`config.mk`:
```
export PLATFORM = sky130hd
export DESIGN_NAME = paddle_ctrl_flat
export DESIGN_NICKNAME = d
export VERILOG_FILES = /design/src/rtl/paddle_ctrl_if.sv /design/src/rtl/paddle_ctrl.sv /design/src/flat_wrapper.sv
export SDC_FILE = /design/constraint.sdc
export NUM_CORES = 1
export LEC_CHECK = 0
export CAP_MARGIN = 20
export CELL_PAD_IN_SITES_DETAIL_PLACEMENT = 1
export CELL_PAD_IN_SITES_GLOBAL_PLACEMENT = 1
export CORE_MARGIN = 4
export CORE_UTILIZATION = 43
export DETAILED_ROUTE_END_ITERATION = 12
export GPL_TIMING_DRIVEN = 0
export PLACE_DENSITY = 0.83
export SKIP_CTS_REPAIR_TIMING = 1
export SYNTH_ARGS = -nofsm -noshare
export SYNTH_HDL_FRONTEND = slang
export SYNTH_SLANG_ARGS = --single-unit
```
`constraint.sdc`:
```
create_clock -name clk -period 9.1 [get_ports clk]
set_clock_uncertainty 0.15 [all_clocks]
set_input_delay 1.82 -clock clk [delete_from_list [all_inputs] [get_ports clk]]
set_output_delay 1.82 -clock clk [all_outputs]
set_load 0.02 [all_outputs]
```
`src/rtl/paddle_ctrl_if.sv`:
```
// Button-level and paddle-position bundle between the synchronizer side and paddle_ctrl.
interface paddle_ctrl_if;
   logic       btn_up;
   logic       btn_down;
   logic [9:0] paddle_y;
   logic       up_db;
   logic       down_db;
   logic       at_top;
   logic       at_bottom;

   modport master (
      output btn_up, btn_down,
      input  paddle_y, up_db, down_db, at_top, at_bottom
   );

   modport slave (
      input  btn_up, btn_down,
      output paddle_y, up_db, down_db, at_top, at_bottom
   );
endinterface

```
`src/rtl/paddle_ctrl.sv`:
```
// Debounces up/down buttons and steps a clamped paddle position at a fixed rate while held.
module paddle_ctrl #(
   parameter int unsigned DEB_CYCLES = 1_000_000,
   parameter int unsigned MOVE_DIV   = 500_000,
   parameter int unsigned STEP       = 1,
   parameter int unsigned SCREEN_H   = 480,
   parameter int unsigned PADDLE_H   = 80,
   parameter int unsigned Y_INIT     = 200
) (
   input logic          clk,
   input logic          rst,
   paddle_ctrl_if.slave pif
);
   localparam int unsigned DEB_W  = (DEB_CYCLES > 1) ? $clog2(DEB_CYCLES) : 1;
   localparam int unsigned MOVE_W = (MOVE_DIV > 1) ? $clog2(MOVE_DIV) : 1;
   localparam int unsigned Y_W    = 10;
   localparam int unsigned YE_W   = 11;

   localparam logic [DEB_W-1:0]  DEB_MAX  = DEB_W'(DEB_CYCLES - 1);
   localparam logic [MOVE_W-1:0] MOVE_MAX = MOVE_W'(MOVE_DIV - 1);
   localparam logic [YE_W-1:0]   STEP_E   = YE_W'(STEP);
   localparam logic [YE_W-1:0]   Y_MAX_E  = YE_W'(SCREEN_H - PADDLE_H);
   localparam logic [Y_W-1:0]    Y_MAX    = Y_W'(SCREEN_H - PADDLE_H);
   localparam logic [Y_W-1:0]    Y_RST    = Y_W'(Y_INIT);

   typedef enum logic [1:0] {
      DIR_IDLE = 2'd0,
      DIR_UP   = 2'd1,
      DIR_DOWN = 2'd2
   } dir_e;

   // Bit 0 is the up button, bit 1 the down button.
   logic [1:0]        raw_c;
   logic [1:0]        db_q, db_d;
   logic [DEB_W-1:0]  deb_cnt_q [2];
   logic [DEB_W-1:0]  deb_cnt_d [2];
   logic [MOVE_W-1:0] move_cnt_q, move_cnt_d;
   dir_e              last_dir_q, last_dir_d, dir_c;
   logic              step_c;
   logic [YE_W-1:0]   y_ext_c, y_up_c, y_dn_c;
   logic [Y_W-1:0]    paddle_y_q, paddle_y_d;
   logic              at_top_q, at_bottom_q;

   assign raw_c = {pif.btn_down, pif.btn_up};

   // Stable-interval filter: the raw level must differ for DEB_CYCLES edges in a row.
   always_comb begin
      db_d         = db_q;
      deb_cnt_d[0] = '0;
      deb_cnt_d[1] = '0;
      for (int i = 0; i < 2; i++) begin
         if (raw_c[i] != db_q[i]) begin
            if (deb_cnt_q[i] == DEB_MAX) begin
               db_d[i] = raw_c[i];
            end else begin
               deb_cnt_d[i] = deb_cnt_q[i] + DEB_W'(1);
            end
         end
      end
   end

   always_comb begin
      dir_c = DIR_IDLE;
      if (db_q == 2'b01) begin
         dir_c = DIR_UP;
      end else if (db_q == 2'b10) begin
         dir_c = DIR_DOWN;
      end
   end

   // Rate divider restarts on any direction change; steps saturate at the screen limits.
   always_comb begin
      y_ext_c    = {1'b0, paddle_y_q};
      y_up_c     = (y_ext_c < STEP_E) ? '0 : y_ext_c - STEP_E;
      y_dn_c     = ((y_ext_c + STEP_E) > Y_MAX_E) ? Y_MAX_E : y_ext_c + STEP_E;
      last_dir_d = dir_c;
      move_cnt_d = '0;
      step_c     = 1'b0;
      paddle_y_d = paddle_y_q;
      if ((dir_c != DIR_IDLE) && (dir_c == last_dir_q)) begin
         if (move_cnt_q == MOVE_MAX) begin
            step_c = 1'b1;
         end else begin
            move_cnt_d = move_cnt_q + MOVE_W'(1);
         end
      end
      if (step_c) begin
         paddle_y_d = (dir_c == DIR_UP) ? y_up_c[Y_W-1:0] : y_dn_c[Y_W-1:0];
      end
   end

   always_ff @(posedge clk) begin
      if (rst) begin
         db_q         <= '0;
         deb_cnt_q[0] <= '0;
         deb_cnt_q[1] <= '0;
         move_cnt_q   <= '0;
         last_dir_q   <= DIR_IDLE;
         paddle_y_q   <= Y_RST;
         at_top_q     <= (Y_RST == '0);
         at_bottom_q  <= (Y_RST == Y_MAX);
      end else begin
         db_q         <= db_d;
         deb_cnt_q[0] <= deb_cnt_d[0];
         deb_cnt_q[1] <= deb_cnt_d[1];
         move_cnt_q   <= move_cnt_d;
         last_dir_q   <= last_dir_d;
         paddle_y_q   <= paddle_y_d;
         at_top_q     <= (paddle_y_d == '0);
         at_bottom_q  <= (paddle_y_d == Y_MAX);
      end
   end

   assign pif.paddle_y  = paddle_y_q;
   assign pif.up_db     = db_q[0];
   assign pif.down_db   = db_q[1];
   assign pif.at_top    = at_top_q;
   assign pif.at_bottom = at_bottom_q;
endmodule

```
`src/flat_wrapper.sv`:
```
// flat-port wrapper written by rule: the top's interface ports become plain ports
module paddle_ctrl_flat 
#(
   parameter int unsigned DEB_CYCLES = 1_000_000,
   parameter int unsigned MOVE_DIV   = 500_000,
   parameter int unsigned STEP       = 1,
   parameter int unsigned SCREEN_H   = 480,
   parameter int unsigned PADDLE_H   = 80,
   parameter int unsigned Y_INIT     = 200
)
  (clk, rst, pif_btn_up, pif_btn_down, pif_paddle_y, pif_up_db, pif_down_db, pif_at_top, pif_at_bottom);
  paddle_ctrl_if pif_i ();
  input logic clk;
  input logic rst;
  input wire logic [$bits(pif_i.btn_up)-1:0] pif_btn_up;
  input wire logic [$bits(pif_i.btn_down)-1:0] pif_btn_down;
  output wire logic [$bits(pif_i.paddle_y)-1:0] pif_paddle_y;
  output wire logic [$bits(pif_i.up_db)-1:0] pif_up_db;
  output wire logic [$bits(pif_i.down_db)-1:0] pif_down_db;
  output wire logic [$bits(pif_i.at_top)-1:0] pif_at_top;
  output wire logic [$bits(pif_i.at_bottom)-1:0] pif_at_bottom;
  assign pif_i.btn_up = pif_btn_up;
  assign pif_i.btn_down = pif_btn_down;
  assign pif_paddle_y = pif_i.paddle_y;
  assign pif_up_db = pif_i.up_db;
  assign pif_down_db = pif_i.down_db;
  assign pif_at_top = pif_i.at_top;
  assign pif_at_bottom = pif_i.at_bottom;
  paddle_ctrl #(.DEB_CYCLES(DEB_CYCLES), .MOVE_DIV(MOVE_DIV), .STEP(STEP), .SCREEN_H(SCREEN_H), .PADDLE_H(PADDLE_H), .Y_INIT(Y_INIT)) u_core (.clk(clk), .rst(rst), .pif(pif_i));
endmodule
```
==> results of run 1 <==
[worst paths after layout]
kind | startpoint | to | slack [ps]
worst min register to register | u_core.deb_cnt_q[0][0] | u_core.deb_cnt_q[0][0] | 320
worst min-delay path | u_core.deb_cnt_q[0][0] | u_core.deb_cnt_q[0][0] | 320
worst max-delay path | u_core.pif.paddle_y[0] | u_core.pif.at_top | 5270
worst max register to register | u_core.pif.paddle_y[0] | u_core.pif.at_top | 5270
[registers in the layout, indices dropped and copies added (netlist names)]
signal	flops
u_core.pif.at_top	1
u_core.deb_cnt_q	40
u_core.pif.at_bottom	1
u_core.move_cnt_q	19
u_core.db_q	2
u_core.pif.paddle_y	10
u_core.last_dir_q	2
[through the flow]
stage	area (um^2)	setup WS (ps)	std cells	utilization [%]	power [uW]
after floorplan	3880	5960	481	-	353
after global placement	4190	4920	606	47.8	361
after detailed placement	4190	4880	606	47.8	361
after CTS	4370	4670	622	49.8	604
after global routing	4370	5130	623	49.9	623
final	4370	5270	623	49.9	599
[final cells by class]
class | count | area, um^2 | area share, %
sequential | 75 | 1500 | 34.3
tap | 108 | 135 | 3.09
clock buffer | 9 | 124 | 2.83
timing repair buffer | 18 | 175 | 4.01
inverter | 16 | 60.1 | 1.37
clock inverter | 7 | 57.6 | 1.32
multi-input combinational | 370 | 2240 | 51.3
buffer | 20 | 77.6 | 1.77
[layer usage]
metal | part of all wire, % | global-route usage (%) | up-vias
li1 | - | - | 1751
met1 | 45 | 27.0 | 1764
met2 | 50 | 36.3 | 70
met3 | 4.0 | 3.18 | 21
met4 | 1.8 | 7.57 | 0
met5 | 0 | 0 | -
[cells by family (layout without fill, tap and decap cells)]
kind of cell / after synthesis / count (layout) / share of synthesized area (%)
flip-flops: 75 / 75 / 38.7
buffers and inverters: 36 / 70 / 3.55
adder cells (fa/ha/maj): 7 / 7 / 2.26
AND/OR/NAND/NOR: 237 / 237 / 31.0
multiplexers: 2 / 2 / 0.516
XOR/XNOR: 54 / 54 / 12.2
AO/OA/AOI/OAI: 70 / 70 / 11.8
[placed cells by master, fill, tap and decap left out, drive strengths merged, types with 5 or more instances in the layout]
| master | n |
|---|---|
| nor2 | 82 |
| xor2 | 31 |
| and3 | 10 |
| nor2b | 5 |
| or3 | 14 |
| xnor2 | 23 |
| nand3 | 37 |
| nand2 | 34 |
| clkdlybuf4s50 | 17 |
| inv | 20 |
| and4 | 5 |
| ha | 7 |
| nor3 | 8 |
| nand4 | 13 |
| nor4 | 8 |
| o21ai | 17 |
| clkbuf | 26 |
| dfxtp | 75 |
| a21oi | 19 |
[report_power, final]
group / total [uW] / switching, uW / internal, uW
Sequential: 331 / 1.76 / 330
Combinational: 22.6 / 14.3 / 8.23
Clock: 245 / 141 / 103
==> run summary, run 1 <==
Post-synth EDFFs: 0
Synth area leader: dfxtp_1
Final setup viols: 0
FF-to-FF path depth: 12
Yosys cell types: 53
CTS Root Cell: clkbuf_8
I/O pin total: 18
CTS sink cnt: 75
Total routed wirelength: 10300 um
DRC Markers: 0
Worst path top cell family by delay: simple AND/OR/NAND/NOR gates
Synth area leaders: dfxtp_1 (39%), nor2_1 (7.9%), xor2_1 (7.0%)
Measured slew at the worst slew-check pin: 925 ps
TritonRoute pass-1 iters: 4
Num CTS Buffers: 9
CP bufs+invs: 3
Rel. slew slack: 37.8%
CTS tree: yes
Clock-pin transition on the worst setup and hold timing paths: 80 ps
Die ar.: 10600 um^2
CP Class: reg2reg
Global placer's final weighted congestion: 0.948
Syn Area/Cell: 8.07 um^2
Largest net degree at the start of global routing: 16
Starting Density: 44.3%
Critical Path RT: 9240 ps
RSZ-0062 raised after global routing: false
Post-Route Setup TNS: 0 ps
Status: complete, no violations
Kind of end point of the critical path: register
Diode count: 0
# fillers: 1084
Clock buffer depth: 2
Row count: 34
CP peak stage delay: 460 ps
FFs w/ async S/R, synth: 0%
Hold Path Cell Cnt: 1
Final period util: 42.0%
Critical Path Fanout Max: 10
P_leak: 0.00139 uW
Syn. warnings: 0
GRT overflow: 0
PortBufs: 17
Fmax: 261 MHz
Yosys top cell area share: 38.7%
Pwr Density: 137 nW/um^2
Max_cap viols: 0
Die height: 103 um
Hold WS: 320 ps
CP max-delay cell: a2111o_1
# H-tree levels: 3
CP Launch Type: register
Routed wire per std cell: 16.5 um
Net Count, Synth: 492
Layout net count: 521
Cell Chain, Critical Path: clkbuf_1 -> inv_1 -> ha_1 -> nor4b_1 -> clkbuf_2 -> a31oi_1 -> a2111o_1 -> a22o_1 -> nor2_1 -> o2111ai_1 -> nor4_2 -> and4_1
Final Critical Period: 3830 ps
CP arrival: 3970 ps
Layout cells sized above 1: 5.44%
Commonest cells post-synth: nor2_1 (82), dfxtp_1 (75), nand3_1 (37)
Syn Inst Count: 481
Worst hold path class: reg2reg
Vias: 3606
Core area: 8760 um^2
Final hold viol count: 0
Die width: 103 um
Cell Area, Synth: 3880 um^2
First-pass GRT wire length: 17900 um
Worst-Skew Late Latency: 360 ps
DRT antenna net count: 0
FF+latch count, synth: 75
Final Slew Violations: 0
VDD IR-drop max: 0.0814 mV
Main synth FF type: dfxtp_1
Count leader, synth: nor2_1
Area Growth Syn to Fin: 12.7%
DP HPWL: 7610 um
Initial DRC Count: 112
Vias/cell: 5.79
Global Route Usage Sum: 21.2%
CP Depth: 12
Sequential fraction of the synthesis area: 38.7%
Initial antenna violation count: 0
Vias in the first global route: 3760
(Power assumes the default switching activity.)
==> inputs of run 2 (changes only) <==
==> constraint.sdc (replaced) <==
create_clock -name clk -period 3.55 [get_ports clk]
set_clock_uncertainty 0.15 [all_clocks]
set_input_delay 0.71 -clock clk [delete_from_list [all_inputs] [get_ports clk]]
set_output_delay 0.71 -clock clk [all_outputs]
set_load 0.02 [all_outputs]
==> run 2 against run 1 <==
Non-clock buffer count unchanged. Count of clock-buffer cells in the layout did not move. Sequential power increased to 2.6 times the previous value. Sequential share of layout area fell by 0.17 points. Total power grew to 2.6 times the previous value. First-iteration DRC count is 4.5% higher. Cell area increased by 0.57%. Wire length fell by 0.32%. Utilization grew 0.29 points.
==> run summary, run 2 (synthesis results as in run 1) <==
Die height: 103 um
Layout cells sized above 1: 6.60%
Rel. slew slack: 52.1%
Num CTS Buffers: 9
Final hold viol count: 0
Most frequent cells in the layout: nor2_1 (82), dfxtp_1 (74), nand3_1 (37)
Critical Path Fanout Max: 10
Measured slew at the worst slew-check pin: 712 ps
FF-to-FF path depth: 13
Total power after layout: 1540 uW
Vias/cell: 5.75
Worst R2R Setup Slack: 190 ps
Hold Path Cell Cnt: 1
Kind of end point of the critical path: register
Commonest non-fill, non-tap cell in the layout: nor2_1
DRC Markers: 0
Worst hold path class: reg2reg
Vias in the first global route: 3760
Final Critical Period: 3360 ps
TritonRoute pass-1 iters: 4
P_leak: 0.00141 uW
RSZ-0062 raised after global routing: false
Starting Density: 44.3%
Die width: 103 um
CP endpoint: u_core.pif.at_bottom
Routed wire per std cell: 16.4 um
CTS tree: yes
CTS sink cnt: 75
Vias: 3583
Layout net count: 521
Hold WS: 320 ps
Global placer's final weighted congestion: 0.948
Top reg by flops: u_core.deb_cnt_q
Total routed wirelength: 10200 um
Final period util: 94.6%
Reg2reg start: u_core.pif.paddle_y[1]
Row count: 34
I/O pin total: 18
PortBufs: 17
DRT antenna net count: 0
CP Class: reg2reg
Die ar.: 10600 um^2
Reg2reg end: u_core.pif.at_bottom
Largest net degree at the start of global routing: 16
Critical Path RT: 3630 ps
Final setup viols: 0
Diode count: 0
Max reg flops: 40
CP Launch Type: register
Area Growth Syn to Fin: 13.3%
DP HPWL: 7610 um
# fillers: 1085
Clock-pin transition on the worst setup and hold timing paths: 80 ps
Status: complete, no violations
Global Route Usage Sum: 21.2%
Fmax: 298 MHz
Max_cap viols: 0
Clock buffer depth: 2
Post-Route Setup TNS: 0 ps
CP arrival: 3440 ps
Initial antenna violation count: 0
VDD IR-drop max: 0.209 mV
Core area: 8760 um^2
Crit path launch: u_core.pif.paddle_y[1]
Worst-Skew Late Latency: 360 ps
Pwr Density: 349 nW/um^2
GRT overflow: 0
Final Slew Violations: 0
First-pass GRT wire length: 17900 um
Initial DRC Count: 117
CTS Root Cell: clkbuf_8
# H-tree levels: 3
-- run 2: layer usage --
metal	vias up	wire length, um	global-route usage [%]
met5	-	0	0
met4	0	131	7.57
met3	15	385	3.18
met2	60	5150	36.3
met1	1764	4550	27.0
li1	1744	-	-
-- run 2: where the power goes --
part / switching [uW] / internal (uW)
clock: 364 / 265
sequential: 4.61 / 845
combinational: 36.7 / 21.1
-- run 2: area by class of cell --
class	instances	area, um^2	share of cell area [%]
Clock buffer	9	124	2.82
Multi-Input combinational cell	370	2260	51.4
Timing Repair Buffer	19	183	4.15
Sequential cell	75	1500	34.2
Inverter	16	60.1	1.37
Tap cell	108	135	3.07
Buffer	19	75.1	1.71
Clock inverter	7	57.6	1.31
-- run 2: critical path, stage by stage (launching register included) --
cell and delay (ps):
dfxtp_1 360, clkbuf_2 210, inv_1 90, ha_1 240
nor4b_2 270, clkbuf_2 230, or4b_2 650, nor4_1 300
a211o_1 180, nor2_1 70, o2111ai_1 120, nor4_2 60
buf_4 160, nor3b_2 150
-- run 2: metrics by stage --
step	util [%]	std cells	area [um^2]	setup WS (ps)
2_1_floorplan	-	481	3880	409
3_3_place_gp	47.8	606	4190	-573
3_5_place_dp	47.8	606	4190	-673
4_1_cts	49.8	622	4370	-877
5_1_grt	50.2	623	4400	21.7
6_report	50.2	623	4400	193
-- run 2: how the worst min path moves through the flow --
| stage | startpoint | endpoint | slack [ps] |
|---|---|---|---|
| finish | u_core.deb_cnt_q[0][0] | u_core.deb_cnt_q[0][0] | 320 |
| global route | u_core.move_cnt_q[0] | u_core.move_cnt_q[0] | 370 |
| CTS | u_core.move_cnt_q[0] | u_core.move_cnt_q[0] | 330 |
| detailed placement | u_core.move_cnt_q[0] | u_core.move_cnt_q[0] | 310 |
| global placement | u_core.move_cnt_q[0] | u_core.move_cnt_q[0] | 290 |
| floorplan | u_core.move_cnt_q[0] | u_core.move_cnt_q[0] | 280 |
